--- config.mk ---
export PLATFORM = sky130hd
export DESIGN_NAME = fft16_sequencer_flat
export DESIGN_NICKNAME = d
export VERILOG_FILES = /design/src/rtl/fft16_sequencer_if.sv /design/src/rtl/fft16_sequencer.sv /design/src/flat_wrapper.sv
export SDC_FILE = /design/constraint.sdc
export NUM_CORES = 1
export LEC_CHECK = 0
export BUFFER_PORTS_ARGS = -buffer_cell sky130_fd_sc_hd__buf_2
export CORE_UTILIZATION = 35
export CTS_BUF_LIST = sky130_fd_sc_hd__clkbuf_2 sky130_fd_sc_hd__clkbuf_4 sky130_fd_sc_hd__clkbuf_8
export CTS_CLUSTER_DIAMETER = 50
export CTS_CLUSTER_SIZE = 16
export DETAILED_ROUTE_END_ITERATION = 10
export PLACE_DENSITY = 0.57
export SKIP_LAST_GASP = 1
export SLEW_MARGIN = 20
export SYNTH_ARGS = -nofsm -noshare
export SYNTH_HDL_FRONTEND = slang
export SYNTH_SLANG_ARGS = --single-unit
--- constraint.sdc ---
create_clock -name clk -period 5.9 [get_ports clk]
set_clock_uncertainty 0.05 [all_clocks]
set_input_delay 0.885 -clock clk [delete_from_list [all_inputs] [get_ports clk]]
set_output_delay 0.885 -clock clk [all_outputs]
set_load 0.02 [all_outputs]
--- src/rtl/fft16_sequencer_if.sv ---
// Bundle of all non-clock signals between the 16-point FFT sequencer, its
// sample source/sink and the external radix-4 butterfly.
interface fft16_sequencer_if #(
   parameter int unsigned DW = 17
);
   localparam int unsigned SW = 2 * DW;
   localparam int unsigned BW = 8 * DW;

   logic          in_valid;
   logic          in_ready;
   logic [SW-1:0] in_data;
   logic [BW-1:0] bf_calc_in;
   logic [2:0]    bf_rotation;
   logic [BW-1:0] bf_calc_out;
   logic          out_valid;
   logic          out_ready;
   logic [SW-1:0] out_data;
   logic [3:0]    out_index;
   logic          busy;
   logic          frame_done;

   modport master (
      input  in_valid, in_data, bf_calc_out, out_ready,
      output in_ready, bf_calc_in, bf_rotation, out_valid, out_data,
             out_index, busy, frame_done
   );

   modport slave (
      output in_valid, in_data, bf_calc_out, out_ready,
      input  in_ready, bf_calc_in, bf_rotation, out_valid, out_data,
             out_index, busy, frame_done
   );
endinterface

--- src/rtl/fft16_sequencer.sv ---
// Loads 16 complex samples, runs them twice through the external radix-4
// butterfly (4 column groups, then 4 row groups) and streams X[0..15] out.
module fft16_sequencer #(
   parameter int unsigned DW = 17
) (
   input  logic               clk,
   input  logic               rst,
   fft16_sequencer_if.master  bus
);
   localparam int unsigned SW = 2 * DW;
   localparam int unsigned BW = 8 * DW;
   localparam int unsigned NS = 16;

   typedef enum logic [1:0] {
      LOAD = 2'd0,
      S1   = 2'd1,
      S2   = 2'd2,
      OUT  = 2'd3
   } state_e;

   state_e        state_q;
   logic [3:0]    cnt_q;
   logic [1:0]    step_q;
   logic          in_ready_q;
   logic          out_valid_q;
   logic          busy_q;
   logic          frame_done_q;
   logic [SW-1:0] out_data_q;
   logic [3:0]    out_index_q;

   logic [SW-1:0] x_q   [NS];
   logic [BW-1:0] tmp_q [4];
   logic [BW-1:0] res_q [4];

   logic [BW-1:0] bf_in_c;
   logic [2:0]    bf_rot_c;
   logic          in_fire;
   logic          out_fire;
   logic [3:0]    out_index_d;
   logic [SW-1:0] out_data_d;

   function automatic logic [SW-1:0] lane_of(input logic [BW-1:0] v, input logic [1:0] i);
      case (i)
         2'd0:    return v[SW-1:0];
         2'd1:    return v[2*SW-1:SW];
         2'd2:    return v[3*SW-1:2*SW];
         default: return v[4*SW-1:3*SW];
      endcase
   endfunction

   assign in_fire     = (state_q == LOAD) && bus.in_valid && in_ready_q;
   assign out_fire    = (state_q == OUT) && out_valid_q && bus.out_ready;
   assign out_index_d = out_index_q + 4'd1;
   // Bin n lives in res[n mod 4], lane n div 4.
   assign out_data_d  = lane_of(res_q[out_index_d[1:0]], out_index_d[3:2]);

   // Butterfly operand mux: columns x[g+4l] in S1, lane k of each tmp in S2.
   always_comb begin
      bf_in_c  = '0;
      bf_rot_c = 3'd0;
      case (state_q)
         S1: begin
            for (int l = 0; l < 4; l++) begin
               bf_in_c[l*SW +: SW] = x_q[{2'(l), step_q}];
            end
            bf_rot_c = {1'b0, step_q};
         end
         S2: begin
            for (int l = 0; l < 4; l++) begin
               bf_in_c[l*SW +: SW] = lane_of(tmp_q[l], step_q);
            end
            bf_rot_c = {1'b1, step_q};
         end
         default: begin
            bf_in_c  = '0;
            bf_rot_c = 3'd0;
         end
      endcase
   end

   // Sample and intermediate storage; contents are don't-care after reset.
   always_ff @(posedge clk) begin
      if (in_fire) begin
         x_q[cnt_q] <= bus.in_data;
      end
      if (state_q == S1) begin
         tmp_q[step_q] <= bus.bf_calc_out;
      end
      if (state_q == S2) begin
         res_q[step_q] <= bus.bf_calc_out;
      end
   end

   always_ff @(posedge clk) begin
      if (rst) begin
         state_q      <= LOAD;
         cnt_q        <= 4'd0;
         step_q       <= 2'd0;
         in_ready_q   <= 1'b1;
         out_valid_q  <= 1'b0;
         busy_q       <= 1'b0;
         frame_done_q <= 1'b0;
         out_data_q   <= '0;
         out_index_q  <= 4'd0;
      end else begin
         frame_done_q <= 1'b0;
         case (state_q)
            LOAD: begin
               if (in_fire) begin
                  cnt_q <= cnt_q + 4'd1;
                  if (cnt_q == 4'd15) begin
                     state_q    <= S1;
                     cnt_q      <= 4'd0;
                     step_q     <= 2'd0;
                     in_ready_q <= 1'b0;
                     busy_q     <= 1'b1;
                  end
               end
            end
            S1: begin
               step_q <= step_q + 2'd1;
               if (step_q == 2'd3) begin
                  state_q <= S2;
               end
            end
            S2: begin
               step_q <= step_q + 2'd1;
               if (step_q == 2'd3) begin
                  state_q     <= OUT;
                  out_valid_q <= 1'b1;
                  out_index_q <= 4'd0;
                  out_data_q  <= lane_of(res_q[0], 2'd0);
               end
            end
            OUT: begin
               if (out_fire) begin
                  if (out_index_q == 4'd15) begin
                     state_q      <= LOAD;
                     out_valid_q  <= 1'b0;
                     frame_done_q <= 1'b1;
                     in_ready_q   <= 1'b1;
                     busy_q       <= 1'b0;
                     out_index_q  <= 4'd0;
                  end else begin
                     out_index_q <= out_index_d;
                     out_data_q  <= out_data_d;
                  end
               end
            end
            default: begin
               state_q <= LOAD;
            end
         endcase
      end
   end

   assign bus.in_ready    = in_ready_q;
   assign bus.bf_calc_in  = bf_in_c;
   assign bus.bf_rotation = bf_rot_c;
   assign bus.out_valid   = out_valid_q;
   assign bus.out_data    = out_data_q;
   assign bus.out_index   = out_index_q;
   assign bus.busy        = busy_q;
   assign bus.frame_done  = frame_done_q;
endmodule

--- src/flat_wrapper.sv ---
// flat-port wrapper written by rule: the top's interface ports become plain ports
module fft16_sequencer_flat 
#(
   parameter int unsigned DW = 17
)
  (clk, rst, bus_in_valid, bus_in_data, bus_bf_calc_out, bus_out_ready, bus_in_ready, bus_bf_calc_in, bus_bf_rotation, bus_out_valid, bus_out_data, bus_out_index, bus_busy, bus_frame_done);
  fft16_sequencer_if #(.DW(DW)) bus_i ();
  input  logic clk;
  input  logic rst;
  input wire logic [$bits(bus_i.in_valid)-1:0] bus_in_valid;
  input wire logic [$bits(bus_i.in_data)-1:0] bus_in_data;
  input wire logic [$bits(bus_i.bf_calc_out)-1:0] bus_bf_calc_out;
  input wire logic [$bits(bus_i.out_ready)-1:0] bus_out_ready;
  output wire logic [$bits(bus_i.in_ready)-1:0] bus_in_ready;
  output wire logic [$bits(bus_i.bf_calc_in)-1:0] bus_bf_calc_in;
  output wire logic [$bits(bus_i.bf_rotation)-1:0] bus_bf_rotation;
  output wire logic [$bits(bus_i.out_valid)-1:0] bus_out_valid;
  output wire logic [$bits(bus_i.out_data)-1:0] bus_out_data;
  output wire logic [$bits(bus_i.out_index)-1:0] bus_out_index;
  output wire logic [$bits(bus_i.busy)-1:0] bus_busy;
  output wire logic [$bits(bus_i.frame_done)-1:0] bus_frame_done;
  assign bus_i.in_valid = bus_in_valid;
  assign bus_i.in_data = bus_in_data;
  assign bus_i.bf_calc_out = bus_bf_calc_out;
  assign bus_i.out_ready = bus_out_ready;
  assign bus_in_ready = bus_i.in_ready;
  assign bus_bf_calc_in = bus_i.bf_calc_in;
  assign bus_bf_rotation = bus_i.bf_rotation;
  assign bus_out_valid = bus_i.out_valid;
  assign bus_out_data = bus_i.out_data;
  assign bus_out_index = bus_i.out_index;
  assign bus_busy = bus_i.busy;
  assign bus_frame_done = bus_i.frame_done;
  fft16_sequencer #(.DW(DW)) u_core (.clk(clk), .rst(rst), .bus(bus_i));
endmodule
==> flow_summary.toml <==
[run_status]
outcome = "completed"

[drt]
drt-pass1-iter-count = 9
drc_errors = 0
viasPerCell = 5.49
drt-initial-drc-count = 4354
drt-total-wl_um = 179000
detail-route-antenna-nets = 0
wl_per_cell_um = 29.5
vias = 33269

[global_route]
grt_pass1_vias = 32520
grt_use_total_pct = 18.9
antenna_found_initial = 71
overflow = 0
grt_pass1_wl_um = 250000
grt_start_max_net_pins = 124

[logic_synthesis]
synth_xor_area_share_pct = 0.0838
yosysWarnings = 0
synth_fa_ha_area_share_pct = 0.273
synthArstFlopShare_pct = 0
synth_nets = 3414
synth-simple-area-share_pct = 3.61
muxShareOfSynthArea_pct = 10.1
synth_compound_area_share_pct = 6.34
synth_edf_count = 1632
synth-seq-cells = 1684
synth_top_family_by_area = "multiplexers"
ys_types = 45
synth_area_um2 = 64200
synth_area_per_cell_um2 = 19.9
netlist_instances = 3226
yosysSeqAreaShare_pct = 77.9
synthFlopType = "edfxtp_1"

[pwr]
p_comb_share_pct = 1.8
power.share.switching_pct = 21.1
p_seq_share_pct = 62.7
powerDensity_nw_per_um2 = 290
ir_drop_uv = 150
leakage_nw = 22.2
p_sw_mw = 4.44
power.share.clock_pct = 35.5
power_mw = 21.0
intPower_mw = 16.6

[worst_setup_path]
critical_path_buf_inv_count = 3
crit_slowest_cell = "ha_4"
max_stage_delay_ns = 0.69
crit_chain = "inv_1, ha_4, buf_4, a222oi_1, o21ai_0, a22oi_1, nor2b_1, buf_2"
worstPathMaxFanout = 54
cp_top_family = "buffers and inverters"
cp.arrival_ns = 4.13
setup.worst_path.start_class = "flip-flop"
required_ns = 4.97
crit_path_end_kind = "output pin"
worstSetupPathType = "reg -> out"

[clock_tree]
post-cts-setup-buffer-count = 0
cts_resized = 0
cts-root-buf = "clkbuf_8"
clk_pin_slew_ns = 0.10
cts.sinks = 1684
clockBufferDepth = 3
numCtsBuffers = 145
cts_tree = "yes"
ctsHoldBuffers = 0
htreeDepth = 4
worstSkewPairLatency_ns = 0.94

[flow_run]
maxCapViolCount = 0

[sta]
rsz0062_at_grt = "false"
max_freq_mhz = 197
fin_crit_ns = 5.07
setup_viol = 0
period_share_pct = 85.9
max-slew-margin-rel_pct = 25.7
slew_viol_final = 0
tightest_slew_ns = 1.10
hold_violations = 0
setup_tns_ns = 0

[placement]
hpwl_um = 115000
place_inst = 5797
gp_congestion = 0.870
place_area_um2 = 69000
portBuffers = 354

[layout]
fin_util_pct = 39.8
fin_area_um2 = 72300
nNetsFinal = 3762
stdcell_count = 6062
final_layout_size_suffix_gt1_share_pct = 27.7
syn2layout_area_growth_pct = 12.5

[die]
die_y_um = 430
core_um2 = 182000
die-area_um2 = 185000
initial_core_util_pct = 35.4
ioPinCount = 355
die_x_um = 430
rows = 156

[hold_path]
hp-class = "in -> reg"
## worst register-to-register path, delay by kind of cell (launching register included)
family	cells	cell delay, ns
flip-flops	1	0.40
AND/OR/NAND/NOR	1	0.67
buffers and inverters	4	1.33
adder cells (fa/ha/maj)	1	0.55
## cell type report
cell class | count | area [µm²]
Clock inverter | 79 | 997
Inverter | 8 | 30.0
Multi-Input combinational cell | 1309 | 13400
Timing Repair Buffer | 426 | 2560
Clock buffer | 174 | 2240
Tap cell | 2370 | 2970
Antenna cell | 12 | 30.0
Fill cell | 16259 | 109000
Sequential cell | 1684 | 50100
## sequential cells by signal, summed over array words and instances, names as in the netlist, named ones only
| register | flops |
|---|---|
| u_core.res_q | 544 |
| u_core.tmp_q | 544 |
| u_core.x_q | 544 |
| u_core.bus.out_data | 34 |
| u_core.bus.out_index | 4 |
| u_core.cnt_q | 4 |
| u_core.state_q | 2 |
| u_core.step_q | 2 |
| u_core.bus.busy | 1 |
| u_core.bus.frame_done | 1 |
| u_core.bus.in_ready | 1 |
| u_core.bus.out_valid | 1 |
## path summary, 6_finish.rpt
path,depth (start not counted),endpoint,startpoint,slack (ns)
worst max-delay path,8,bus_bf_calc_in[67],u_core.step_q[1],0.83
worst max register to register,6,u_core.tmp_q[0][9],u_core.step_q[0],2.36
worst min-delay path,1,u_core.res_q[0][74],bus_bf_calc_out[74],0.19
worst min register to register,2,u_core.bus.busy,u_core.bus.busy,0.48
## layout by cell type, fill, tap and decap left out, drive strengths merged, types with 2 or more instances in the layout
| master | instances |
|---|---|
| o21ai | 141 |
| nand2 | 181 |
| a221o | 35 |
| buf | 426 |
| mux4 | 272 |
| nor2b | 137 |
| xor2 | 3 |
| inv | 29 |
| nand3 | 7 |
| dfxtp | 52 |
| and3 | 3 |
| mux2i | 36 |
| clkinvlp | 14 |
| ha | 14 |
| nand4 | 2 |
| clkinv | 28 |
| bufinv | 16 |
| and2 | 10 |
| clkbuf | 174 |
| a222oi | 136 |
| a22oi | 138 |
| a21oi | 9 |
| nor3 | 8 |
| diode | 12 |
| nor2 | 91 |
| o21bai | 2 |
| edfxtp | 1632 |
| a311oi | 34 |
| nand2b | 39 |
## layer usage
layer,GRT usage (%),part of all wire (%)
met1,26.4,43
met2,29.0,46
met3,3.80,6.4
met4,7.84,4.2
met5,0,0.16
## power groups by stage
stage	Clock, mW	Sequential [mW]	Combinational (mW)
after floorplan	0	13.4	0.0638
after global placement	0	13.4	0.369
after detailed placement	0	13.4	0.380
after CTS	7.63	13.2	0.382
after global routing	8.03	13.2	0.402
final	7.46	13.2	0.379
## cells by family (layout without fill, tap and decap cells)
group / count (synthesis) / in the layout
compound gates: 502 / 502
xor+xnor: 4 / 4
fa+ha+maj: 14 / 14
buf+inv: 233 / 687
flops: 1684 / 1684
mux: 308 / 308
other cells: 0 / 12
simple gates: 481 / 481
## synthesized netlist by cell type, types with 21 or more instances
cell type,n,area (µm²)
a221o_1,35,350
edfxtp_1,1632,49000
clkbuf_1,161,604
a222oi_1,136,1360
o21ai_0,137,686
mux4_2,270,6080
a22oi_1,138,1040
mux2i_1,36,360
nor2_1,91,342
a311oi_2,33,495
dfxtp_1,52,1040
nand2b_1,39,244
buf_2,21,105
nor2b_1,137,857
nand2_1,181,679
## metrics by stage
| step | hold WS (ns) | setup WS (ns) |
|---|---|---|
| floorplan | 0.416 | 0.840 |
| global placement | 0.445 | 1.84 |
| detailed placement | 0.462 | 1.85 |
| CTS | 0.0850 | 0.776 |
| global route | 0.116 | 0.729 |
| finish | 0.193 | 0.833 |
Power figures use the tool's default switching activity.
